$ cat config.mk
export PLATFORM = sky130hd
export DESIGN_NAME = fifo_burst_drain
export DESIGN_NICKNAME = d
export VERILOG_FILES = /design/src/rtl/fifo_burst_drain.sv
export SDC_FILE = /design/constraint.sdc
export NUM_CORES = 1
export LEC_CHECK = 0
export ABC_AREA = 1
export ABC_CLOCK_PERIOD_IN_PS = 6500
export BUFFER_PORTS_ARGS = -buffer_cell sky130_fd_sc_hd__buf_2
export CAP_MARGIN = 20
export CORE_MARGIN = 1
export CORE_UTILIZATION = 25
export DETAILED_ROUTE_END_ITERATION = 8
export PLACE_DENSITY = 0.52
export SLEW_MARGIN = 20
export SYNTH_ARGS = -nofsm -noshare
export SYNTH_HDL_FRONTEND = slang
export SYNTH_SLANG_ARGS = --single-unit
$ cat constraint.sdc
create_clock -name clk -period 6.5 [get_ports clk]
set_clock_uncertainty 0.2 [all_clocks]
set_input_delay 0.65 -clock clk [delete_from_list [all_inputs] [get_ports clk]]
set_output_delay 0.65 -clock clk [all_outputs]
set_load 0.02 [all_outputs]
$ cat src/rtl/fifo_burst_drain.sv
// Drains BURST words from a synchronous FIFO via rd_en/rd_ack/rd_err and reports their sum.
// Optional WAIT timeout is enabled by defining FIFO_BURST_DRAIN_TIMEOUT_EN.
module fifo_burst_drain #(
   parameter int unsigned DATA_W = 32,
   parameter int unsigned BURST  = 4,
   parameter int unsigned SUM_W  = 36
) (
   input  logic              clk,
   input  logic              reset_n,
   input  logic              start,
   input  logic              empty,
   input  logic              rd_ack,
   input  logic              rd_err,
   input  logic [DATA_W-1:0] d_in,
   output logic              rd_en,
   output logic [SUM_W-1:0]  sum,
   output logic [3:0]        word_count,
   output logic              busy,
   output logic              done,
   output logic              err
);

   localparam logic [3:0] BurstLen = 4'(BURST);

   typedef enum logic [1:0] {StIdle, StReq, StWait, StDone} state_e;

   state_e           state_q, state_d;
   logic             rd_en_q, rd_en_d;
   logic             done_q, done_d;
   logic             err_q, err_d;
   logic             busy_q, busy_d;
   logic [SUM_W-1:0] sum_q, sum_d;
   logic [3:0]       cnt_q, cnt_d;

`ifdef FIFO_BURST_DRAIN_TIMEOUT_EN
   // Reaching this value on a silent WAIT cycle means 15 cycles without a response.
   localparam logic [3:0] TmoLast = 4'd14;
   logic [3:0] tmo_q, tmo_d;
`endif

   always_comb begin
      state_d = state_q;
      rd_en_d = 1'b0;
      done_d  = 1'b0;
      err_d   = err_q;
      sum_d   = sum_q;
      cnt_d   = cnt_q;
`ifdef FIFO_BURST_DRAIN_TIMEOUT_EN
      tmo_d   = tmo_q;
`endif
      unique case (state_q)
         StIdle: begin
            if (start) begin
               sum_d   = '0;
               cnt_d   = '0;
               err_d   = 1'b0;
               state_d = StReq;
            end
         end
         StReq: begin
            if (!empty) begin
               rd_en_d = 1'b1;
               state_d = StWait;
`ifdef FIFO_BURST_DRAIN_TIMEOUT_EN
               tmo_d   = '0;
`endif
            end
         end
         StWait: begin
            // An error wins over a simultaneous ack; the word is retried.
            if (rd_err) begin
               err_d   = 1'b1;
               state_d = StReq;
            end else if (rd_ack) begin
               sum_d   = sum_q + SUM_W'(d_in);
               cnt_d   = cnt_q + 4'd1;
               done_d  = (cnt_d == BurstLen);
               state_d = (cnt_d == BurstLen) ? StDone : StReq;
`ifdef FIFO_BURST_DRAIN_TIMEOUT_EN
            end else if (tmo_q == TmoLast) begin
               err_d   = 1'b1;
               done_d  = 1'b1;
               state_d = StDone;
            end else begin
               tmo_d   = tmo_q + 4'd1;
`endif
            end
         end
         StDone: begin
            state_d = StIdle;
         end
         default: begin
            state_d = StIdle;
         end
      endcase
      busy_d = (state_d != StIdle);
   end

   always_ff @(posedge clk or negedge reset_n) begin
      if (!reset_n) begin
         state_q <= StIdle;
         rd_en_q <= 1'b0;
         done_q  <= 1'b0;
         err_q   <= 1'b0;
         busy_q  <= 1'b0;
         sum_q   <= '0;
         cnt_q   <= '0;
`ifdef FIFO_BURST_DRAIN_TIMEOUT_EN
         tmo_q   <= '0;
`endif
      end else begin
         state_q <= state_d;
         rd_en_q <= rd_en_d;
         done_q  <= done_d;
         err_q   <= err_d;
         busy_q  <= busy_d;
         sum_q   <= sum_d;
         cnt_q   <= cnt_d;
`ifdef FIFO_BURST_DRAIN_TIMEOUT_EN
         tmo_q   <= tmo_d;
`endif
      end
   end

   assign rd_en      = rd_en_q;
   assign done       = done_q;
   assign err        = err_q;
   assign busy       = busy_q;
   assign sum        = sum_q;
   assign word_count = cnt_q;

endmodule

**Word level (Yosys, flattened, before mapping)**

Index checks and enable logic that the tools add are counted.
Widths: inputs -> output; s select.

- Flip-flop bits (word level): 46
- Bits of input ports: 38
- Output and inout port bits: 44

- Add/sub/neg operators: 2
- Equal/unequal tests: 8
- Multiplexer cells: 22
- Reductions and logical operators: 5

Operators with widths:

| cell | count |
|---|---|
| $mux 36 | 3 |
| $pmux 36 s2 | 1 |
| $add 36x32->36 | 1 |
| $mux 4 | 3 |
| $mux 2 | 5 |
| $ne 2x2->1 const B | 4 |
| $pmux 2 s4 | 1 |
| $pmux 4 s2 | 1 |
| $mux 1 | 7 |
| $add 4x1->4 const B | 1 |
| $eq 2x2->1 const B | 2 |
| $eq 4x3->1 const B | 1 |
| $reduce_and 4->1 | 1 |
| $reduce_bool 2->1 | 2 |
| $reduce_and 3->1 | 1 |
| $eq 2x1->1 const B | 1 |
| $logic_not 2->1 | 1 |
| $pmux 1 s2 | 1 |

**Logic depth before layout (Yosys ltp)**

Gate-level depths: netlist of the first run.

- Depth in word-level cells: 7
- Gate-level depth with buffers: 14
- Gate-level depth less buffers: 14

**Worst setup path after synthesis of the first run**

No wires, ideal clock.

- Path kind: input -> register
- Start point: in d_in[0]
- End point: reg sum_q[32], in the netlist sum[32]
- Library setup time: 0.120 ns
- Arrival time: 2.013 ns
- Required time: 6.180 ns
- Path slack: 4.167 ns
- Cell stages on the path: 12
- Path through: ha_1 fa_1 nand3_1 nand3_1 nand2_1 nand2_1 nand2_1 nand2_1 nand2_1 nand2_1 a21oi_1 nor2_1

- Word-level cells in the longest chain between the ends: 4

RTL lines:

| item | RTL line | source |
|---|---|---|
| from (decl) | 14 | `input logic [DATA_W-1:0] d_in,` |
| $add 36x32->36 | 75 | `sum_d = sum_q + SUM_W'(d_in);` |
| $mux 36 | 74 | `end else if (rd_ack) begin` |
| $mux 36 | 71 | `if (rd_err) begin` |
| $pmux 36 s2 | 51 | `unique case (state_q)` |
| to (signal assigned) | 117 | `sum_q <= sum_d;` |
| to (decl) | 32 | `logic [SUM_W-1:0] sum_q, sum_d;` |

No other way between the ends. The select of a mux whose other input is x is not followed.
A chain may end at the register's enable or synchronous reset.

**Worst setup path after layout of the first run**

Same ends and word-level chain as after synthesis.

==> qor.yml, run 1 <==
routing:
  drt_iter0_markers: 241
  viasPerCell: 4.42
  vias: 4332
  drc_errors: 0
  wl_um: 13000
  final_antenna_net_count: 0
  wl_per_cell_um: 13.3
  dr.pass1.iters: 5
cells_and_area:
  layout_common_cells: "nand2_1, inv_1, buf_2, nor2_1, dfrtp_1"
  area_growth_pct: 19.6
  filler_cell_count: 1858
  final_common_cell: "nand2_1"
  fin_util: 0.310
  finalNetCount: 834
  fin_cells: 979
  drive_above_1_share: 0.130
  diodes: 0
placement:
  io_buffers: 81
  pre_cts_ws_ns: 3.64
  placedCellCount: 971
  place.gp.congestion: 0.864
  dp_hpwl_um: 10400
logic_synthesis:
  synth_flop_cell: "dfrtp_1"
  synth-seq-cells: 46
  syn-cell-area_um2: 4170
  synthesis.nets: 750
  synth_cells: 678
  synthArstFlopShare: 1.00
  synth_cell_type_count: 31
  ys.warnings.count: 0
  avgSynthCellArea_um2: 6.15
  ys_seq_area_frac: 0.276
  synth_edf_count: 0
timing:
  whs_ns: 0.265
  hold_viol: 0
  drv_slew: 0
  finalCritPeriodShare: 0.392
  fmax_mhz: 392
  tns_ns: 0
  tightestPinTransition_ns: 0.643
  setup_ws_ns: 3.95
  slew_headroom: 0.572
  rsz0062_at_grt: "no"
  setup_viol: 0
  fin_crit_ns: 2.55
clock_network:
  cts_max_path_buffers: 2
  ctsHoldBuffers: 0
  postCtsSetupBuffers: 0
  clkSinkCount: 46
  h-tree-depth: 2
  cts_resized: 0
  clk_root_buffer_cell: "clkbuf_16"
  cts_tree: "yes"
  clkLatencyLatePin_ns: 0.30
  clk_pin_slew_ns: 0.07
  cts_made_buffers: 5
critical_path:
  startpoint_type: "input pin"
  slowest_stage: "fa_1"
  critPathMaxFanout: 4
  crit_path_end_kind: "flip-flop"
  cp_num_buf_inv: 1
  cp_top_family: "simple AND/OR/NAND/NOR gates"
  path_common_cell: "nand2_1"
  arrival_ns: 2.54
  worstPathRequired_ns: 6.49
  worstSetupPathType: "input pin to flip-flop"
  cp_cell_sequence: "buf_2 > ha_1 > fa_1 > nand3_1 > nand3_1 > nand2_1 > nand2_1 > nand2_1 > nand2_1 > nand2_1 > nand2_1 > a21oi_1 > nor2_1"
  slowest_delay_ns: 0.49
hold_path:
  hold_class: "input pin to async pin"
power:
  p_int_uw: 816
  p_leak_uw: 0.00294
  pwr-share-comb: 0.545
  seq_power_share: 0.263
  switching_share: 0.489
  ir_drop_mv: 0.126
  clockPowerShare: 0.192
  power_density_nw_per_um2: 320
  power.switching_uw: 781
run:
  drv_cap: 0
global_route:
  groute.usage.overall: 0.155
  grt_start_max_net_pins: 47
  grt_pass1_vias: 4111
  grt_first_pass_wirelength_um: 21300
  antenna_found_initial: 0
  grt.overflow.total: 0
floorplanning:
  initial_utilization: 0.259
  ios: 82
  coreArea_um2: 16100
  die_x_um: 131
  die_h_um: 131
  die-area_um2: 17200
  row_count: 46
run_status:
  status: "finished, final reports clean"
[metal layers]
metal	GRT usage	vias to the layer above	part of all wire
met5	0	-	0
met4	0.0294	0	0.0075
met3	0.0289	8	0.050
met2	0.249	104	0.43
met1	0.215	1909	0.51
li1	-	2311	-
[final timing paths]
path / from / to / slack (ns) / cells after the start
hold reg to reg: sum[18] / sum[18] / 0.31 / 2
hold / removal: reset_n / sum[20] / 0.26 / 2
max in group asynchronous: reset_n / sum[34] / 5.41 / 2
setup / recovery: d_in[0] / sum[32] / 3.95 / 13
min in group clk: sum[18] / sum[18] / 0.31 / 2
setup reg to reg: sum[0] / sum[32] / 3.99 / 12
[per-stage QoR]
step | instance area [um2] | total power (uW)
6_report | 4990 | 1600
5_1_grt | 4990 | 1740
4_1_cts | 4990 | 1620
3_5_place_dp | 4820 | 1300
3_3_place_gp | 4820 | 1300
2_1_floorplan | 4170 | 1040
[sequential cells by signal (all words and copies together) (netlist names)]
name / cells
sum: 36
word_count: 4
state_q: 2
busy: 1
done: 1
err: 1
rd_en: 1
[kinds of logic (layout without fill, tap and decap cells)]
group / count (synthesis) / after routing / share of synthesized area
buffers and inverters: 104 / 189 / 0.0986
XOR/XNOR: 6 / 6 / 0.0126
flip-flops: 46 / 46 / 0.276
AO/OA/AOI/OAI: 88 / 88 / 0.121
AND/OR/NAND/NOR: 400 / 400 / 0.388
adder cells (fa/ha/maj): 34 / 34 / 0.104
[cell usage after synthesis, drive strengths merged, types with 2 or more instances]
cell type,instances,area [um2]
nand2,273,1020
inv,97,364
nor2,71,269
dfrtp,46,1150
a21oi,39,195
nand3,35,175
ha,33,413
o21ai,30,150
o21bai,8,60.1
buf,7,47.5
nand3b,6,45.0
nor3,6,46.3
nand4,5,31.3
o31ai,4,45.1
a22o,3,26.3
xnor2,3,26.3
xor2,3,26.3
nor3b,2,15.0
o21a,2,15.0
[area by class of cell]
type,instances,area [um2],area share
Clock inverter,2,37.5,0.00752
Tap cell,216,270,0.0542
Sequential cell,46,1150,0.231
Multi-Input combinational cell,528,2610,0.523
Timing Repair Buffer,84,428,0.0858
Clock buffer,6,129,0.0258
Inverter,97,364,0.0730
[power groups by stage]
| stage | Clock, uW | Combinational [uW] | Sequential [uW] |
|---|---|---|---|
| finish | 307 | 871 | 419 |
| detailed placement | 0 | 875 | 425 |
| CTS | 318 | 880 | 420 |
| floorplan | 0 | 539 | 499 |
| global route | 327 | 982 | 432 |
| global placement | 0 | 875 | 425 |
Note: power is estimated with default switching activity, not from simulation.
==> inputs of run 2 (changes only) <==
- ABC_CLOCK_PERIOD_IN_PS: 6500 -> 2580
- clock period: 6.5 -> 2.58 ns (I/O delays scaled with it)
==> qor.yml, run 2 (same netlist as run 1, synthesis figures left out) <==
hold_path:
  min_from: "rd_ack"
  hold_class: "input pin to flip-flop"  # was input pin to async pin
  hold_end: "state_q[0]"
  hold_depth: 3
power:
  seq_power_share: 0.264  # was 0.263
  p_leak_uw: 0.00297  # was 0.00294 uW
  ir_drop_mv: 0.317  # was 0.126 mV
  power_density_nw_per_um2: 789  # was 320 nW/um2
  switching_share: 0.499  # was 0.489
  pwr-share-comb: 0.563  # was 0.545
  p_int_uw: 2000  # was 816 uW
  p_total_uw: 3990  # was 1600 uW
  clockPowerShare: 0.173  # was 0.192
  power.switching_uw: 1990  # was 781 uW
run:
  drv_cap: 0  # unchanged
cells_and_area:
  area_growth_pct: 21.2  # was 19.6%
  filler_cell_count: 1867  # was 1,858
  largest_reg_flops: 36  # unchanged
  diodes: 0  # unchanged
  fin_util: 0.314  # was 0.310
  register_area_um2: 1150  # unchanged
  multi_input_area_um2: 2620  # was 2610 um2
  layout_common_cells: "nand2_1, inv_1, buf_2, nor2_1, dfrtp_1"  # unchanged
  drive_above_1_share: 0.141  # was 0.130
  final_common_cell: "nand2_1"  # unchanged
  finalNetCount: 842  # was 834
  final_area_um2: 5060  # was 4990 um2
routing:
  dr.pass1.iters: 4  # was 5
  final_antenna_net_count: 0  # unchanged
  viasPerCell: 4.44  # was 4.42
  wl_um: 13300  # was 13,000 um
  wl_per_cell_um: 13.4  # was 13.3 um
  drc_errors: 0  # unchanged
  vias: 4381  # was 4,332
  drt_iter0_markers: 276  # was 241
clock_network:
  clkSinkCount: 46  # unchanged
  h-tree-depth: 2  # unchanged
  cts_tree: "yes"  # unchanged
  postCtsSetupBuffers: 0  # unchanged
  cts_max_path_buffers: 2  # unchanged
  cts_made_buffers: 5  # unchanged
  clkLatencyLatePin_ns: 0.30  # about the same
  clk_root_buffer_cell: "clkbuf_16"  # unchanged
  clk_pin_slew_ns: 0.07  # about the same
critical_path:
  critPathMaxFanout: 4  # unchanged
  slowest_delay_ns: 0.40  # was 0.49 ns
  cp_num_buf_inv: 0  # was 1
  cp_cell_sequence: "ha_1 > fa_2 > nand3_1 > nand3_1 > nand2_1 > nand2_1 > nand2_1 > nand2_1 > nand2_1 > nand2_1 > a21oi_1 > nor2_1"  # was buf_2 > ha_1 > fa_1 > nand3_1 > nand3_1 > nand2_1 > nand2_1 > nand2_1 > nand2_1 > nand2_1 > nand2_1 > a21oi_1 > nor2_1
  path_common_cell: "nand2_1"  # unchanged
  worstPathRequired_ns: 2.58  # was 6.49 ns
  cp_top_family: "simple AND/OR/NAND/NOR gates"  # unchanged
  timing.rr.end: "sum[32]"  # unchanged
  reg2reg_from: "sum[0]"  # unchanged
  arrival_ns: 2.32  # was 2.54 ns
  startpoint_type: "flip-flop"  # was input pin
  slowest_stage: "dfrtp_1"  # was fa_1
  crit_path_end_kind: "flip-flop"  # unchanged
  rrSetupSlack_ns: 0.26  # was 3.99 ns
  reg2regPathDepth: 12  # unchanged
  worstSetupPathType: "flip-flop to flip-flop"  # was input pin to flip-flop
timing:
  fin_crit_ns: 2.32
  slew_headroom: 0.585  # was 0.572
  rsz0062_at_grt: "no"  # unchanged
  setup_ws_ns: 0.262  # was 3.95 ns
  tightestPinTransition_ns: 0.622  # was 0.643 ns
  finalCritPeriodShare: 0.898
  drv_slew: 0  # unchanged
  fmax_mhz: 431
  setup_viol: 0  # unchanged
  hold_viol: 0  # unchanged
  tns_ns: 0  # unchanged
global_route:
  grt_pass1_vias: 4299  # was 4,111
  antenna_found_initial: 0  # unchanged
  grt_start_max_net_pins: 29  # was 47
  grt_util_met1: 0.227  # was 0.215
  grt_util_met2: 0.247  # was 0.249
  grt_first_pass_wirelength_um: 22100  # was 21,300 um
  grt.overflow.total: 0  # unchanged
  use_met3: 0.0289  # unchanged
  groute.usage.overall: 0.161  # was 0.155
  grt_busiest_layer: "met2"  # unchanged
floorplanning:
  initial_utilization: 0.259  # unchanged
  coreArea_um2: 16100  # unchanged
  die_h_um: 131  # unchanged
  ios: 82  # unchanged
  die-area_um2: 17200  # unchanged
  die_x_um: 131  # unchanged
  row_count: 46  # unchanged
placement:
  io_buffers: 81  # unchanged
  dp_hpwl_um: 10800  # was 10,400 um
  dpl_cell_area_um2: 4880  # was 4820 um2
  pre_cts_ws_ns: 0.211  # was 3.64 ns
  place.gp.congestion: 0.888  # was 0.864
run_status:
  status: "finished, final reports clean"  # unchanged
## run 2: through the flow
| step | std cells | hold WS [ns] |
|---|---|---|
| final | 987 | 0.0434 |
| after global routing | 987 | 0.0718 |
| after CTS | 987 | 0.0399 |
| after detailed placement | 977 | 0.102 |
| after global placement | 977 | 0.118 |
| after floorplan | 678 | -0.238 |
## run 2: power groups by stage
stage                     combinational, uW  sequential (uW)  clock [uW]
final                                  2250             1050         691
after detailed placement               2250             1070           0
after CTS                              2260             1060         725
after floorplan                        1360             1260           0
after global placement                 2250             1070           0
after global routing                   2540             1090         754
## run 2: area by class of cell
cell class,instances,area share
multi-input cells,528,0.518
clock inverters,3,0.00421
flip-flops and latches,46,0.228
clock buffers,5,0.0247
inverters,97,0.0720
well taps,216,0.0534
repair buffers,92,0.100
## run 2: worst reg2reg max path, delay by kind of cell, from the launching register on
kind / cells / cell delay (ns)
AND/OR/NAND/NOR: 9 / 0.83
adder cells (fa/ha/maj): 2 / 0.63
flip-flops: 1 / 0.40
AO/OA/AOI/OAI: 1 / 0.15
## run 2: what timing repair did
item | in CTS | in global routing
gates resized for setup | 0 | 4
endpoints found under the setup margin | 0 | 5
hold endpoints to repair | 22 | 0
hold buffers | 2 | 0
## run 2: worst max-delay path by stage
stage                 from      end  slack [ns]  depth (start not counted)
floorplan           sum[0]  sum[32]        0.42                         12
global route        sum[2]  sum[21]        0.03                         12
detailed placement  sum[0]  sum[30]        0.21                         12
global placement    sum[2]  sum[27]        0.21                         10
CTS                 sum[0]  sum[30]        0.19                         12
finish              sum[0]  sum[32]        0.26                         12
## run 2: layer usage
| layer | share of wire | vias to the layer above | wire (um) |
|---|---|---|---|
| li1 | - | 2329 | - |
| met1 | 0.51 | 1925 | 6750 |
| met2 | 0.42 | 113 | 5610 |
| met3 | 0.052 | 14 | 690 |
| met4 | 0.016 | 0 | 218 |
| met5 | 0 | - | 0 |
==> inputs of run 3 (changes only) <==
- BUFFER_PORTS_ARGS: -buffer_cell sky130_fd_sc_hd__buf_2 -> -buffer_cell sky130_fd_sc_hd__clkbuf_2
==> qor.yml, run 3 (same netlist as run 1, synthesis figures left out) <==
clock_network:
  clk_root_buffer_cell: "clkbuf_16"  # unchanged
  postCtsSetupBuffers: 0  # unchanged
  clk_pin_slew_ns: 0.08  # was 0.07 ns
  cts_tree: "yes"  # unchanged
  h-tree-depth: 2  # unchanged
  cts_max_path_buffers: 2  # unchanged
  cts_made_buffers: 5  # unchanged
  clkSinkCount: 46  # unchanged
  clkLatencyLatePin_ns: 0.31  # was 0.30 ns
timing:
  setup_ws_ns: 0.215  # was 0.262 ns
  slew_headroom: 0.529  # was 0.585
  tightestPinTransition_ns: 0.707  # was 0.622 ns
  whs_ns: 0.0374  # was 0.0434 ns
  tns_ns: 0  # unchanged
  hold_viol: 0  # unchanged
  fmax_mhz: 423  # was 431 MHz
  finalCritPeriodShare: 0.917  # was 0.898
  fin_crit_ns: 2.36  # was 2.32 ns
  drv_slew: 0  # unchanged
  rsz0062_at_grt: "no"  # unchanged
  setup_viol: 0  # unchanged
power:
  p_leak_uw: 0.00295  # was 0.00297 uW
  ir_drop_mv: 0.347  # was 0.317 mV
  p_total_uw: 4030  # was 3990 uW
  power_density_nw_per_um2: 796  # was 789 nW/um2
run_status:
  status: "finished, final reports clean"  # unchanged
routing:
  dr.pass1.iters: 4  # unchanged
  final_antenna_net_count: 0  # unchanged
  viasPerCell: 4.44  # unchanged
  wl_per_cell_um: 13.4  # about the same
  drc_errors: 0  # unchanged
  wl_um: 13200  # was 13,300 um
  drt_iter0_markers: 199  # was 276
  vias: 4381  # unchanged
placement:
  io_buffers: 81  # unchanged
  dp_hpwl_um: 10800  # about the same
  place.gp.congestion: 0.884  # was 0.888
  placedCellCount: 977  # unchanged
  pre_cts_ws_ns: 0.181  # was 0.211 ns
cells_and_area:
  area_growth_pct: 21.3  # was 21.2%
  diodes: 0  # unchanged
  finalNetCount: 842  # unchanged
  final_common_cell: "nand2_1"  # unchanged
  largest_reg_flops: 36  # unchanged
  layout_common_cells: "nand2_1, inv_1, clkbuf_2, nor2_1, dfrtp_1"  # was nand2_1, inv_1, buf_2, nor2_1, dfrtp_1
  drive_above_1_share: 0.140  # was 0.141
  fin_cells: 987  # unchanged
  filler_cell_count: 1855  # was 1,867
critical_path:
  worstSetupPathType: "flip-flop to flip-flop"  # unchanged
  startpoint_type: "flip-flop"  # unchanged
  cp_cell_sequence: "ha_1 > fa_2 > inv_1 > nor2_1 > nor2_1 > o21ai_0 > nand2_1 > nand2_1 > nand3_1 > nand2_1 > nand2_1 > nand3_1 > nand2_1"  # was ha_1 > fa_2 > nand3_1 > nand3_1 > nand2_1 > nand2_1 > nand2_1 > nand2_1 > nand2_1 > nand2_1 > a21oi_1 > nor2_1
  path_common_cell: "nand2_1"  # unchanged
  crit_path_end_kind: "flip-flop"  # unchanged
  cp_top_family: "simple AND/OR/NAND/NOR gates"  # unchanged
  worstPathRequired_ns: 2.58  # about the same
  critPathMaxFanout: 4  # unchanged
  slowest_stage: "dfrtp_1"  # unchanged
  arrival_ns: 2.37  # was 2.32 ns
  cp_num_buf_inv: 1  # was 0
  slowest_delay_ns: 0.37  # was 0.40 ns
run:
  drv_cap: 0  # unchanged
floorplanning:
  row_count: 46  # unchanged
  die_x_um: 131  # unchanged
  coreArea_um2: 16100  # unchanged
  initial_utilization: 0.259  # unchanged
  die-area_um2: 17200  # unchanged
  die_h_um: 131  # unchanged
  ios: 82  # unchanged
global_route:
  grt_pass1_vias: 4239  # was 4,299
  grt_first_pass_wirelength_um: 21800  # was 22,100 um
  grt.overflow.total: 0  # unchanged
  grt_start_max_net_pins: 29  # unchanged
  antenna_found_initial: 0  # unchanged
  groute.usage.overall: 0.160  # was 0.161
hold_path:
  hold_class: "input pin to flip-flop"  # unchanged
run 3: cell count changes in the layout (fill, tap and decap cells not counted):
cell,before,now
clkinv_2,1,0
clkinvlp_4,1,0
clkbuf_2,0,81
nor2_1,69,70
buf_2,81,0
clkinv_4,1,0
inv_6,0,3
o21ai_0,26,27
nor2_2,2,1
o21ai_1,4,3
run 3: through the flow:
step           cell area, um2  utilization
2_1_floorplan            4170            -
3_3_place_gp             4880        0.303
3_5_place_dp             4880        0.303
4_1_cts                  5050        0.314
5_1_grt                  5060        0.314
6_report                 5060        0.314
run 3: worst register-to-register path: stages, from the launching register on:
cell     delay, ns
dfrtp_1       0.37
ha_1          0.23
fa_2          0.29
inv_1         0.06
nor2_1        0.10
nor2_1        0.06
o21ai_0       0.28
nand2_1       0.11
nand2_1       0.20
nand3_1       0.13
nand2_1       0.08
nand2_1       0.05
nand3_1       0.07
nand2_1       0.05
run 3: what timing repair did:
action / in CTS / in global routing
endpoints found under the setup margin: 0 / 9
endpoints found under the hold margin: 22 / 0
hold buffers: 2 / 0
resized for setup: 0 / 2
run 3: where the power goes:
part / switching [uW] / leakage [uW] / internal (uW) / total (uW)
Combinational: 1510 / 0.00225 / 731 / 2240
Sequential: 158 / 0.000628 / 902 / 1060
Clock: 357 / 0.0000752 / 372 / 729
Total: 2020 / 0.00295 / 2010 / 4030
run 3: worst paths after layout:
| kind | from | cells after the start | slack [ns] | end |
|---|---|---|---|---|
| setup reg to reg | sum[0] | 13 | 0.22 | sum[22] |
| hold / removal | rd_ack | 3 | 0.04 | state_q[0] |
| hold reg to reg | err | 2 | 0.31 | err |
| max in group asynchronous | reset_n | 3 | 1.27 | sum[33] |
| min in group asynchronous | reset_n | 2 | 0.33 | sum[13] |
| setup / recovery | sum[0] | 13 | 0.22 | sum[22] |
run 3: area by class of cell:
type / instances / area [um2] / share of cell area
clock inverters: 3 / 26.3 / 0.00519
inverters: 97 / 364 / 0.0720
multi-input cells: 528 / 2620 / 0.517
flip-flops and latches: 46 / 1150 / 0.227
well taps: 216 / 270 / 0.0534
clock buffers: 5 / 125 / 0.0247
repair buffers: 92 / 505 / 0.0999
run 3: routing by layer:
metal | wire (um) | GRT usage | vias up
li1 | - | - | 2328
met1 | 6750 | 0.223 | 1949
met2 | 5680 | 0.249 | 93
met3 | 597 | 0.0305 | 11
met4 | 176 | 0.0431 | 0
met5 | 0 | 0 | -
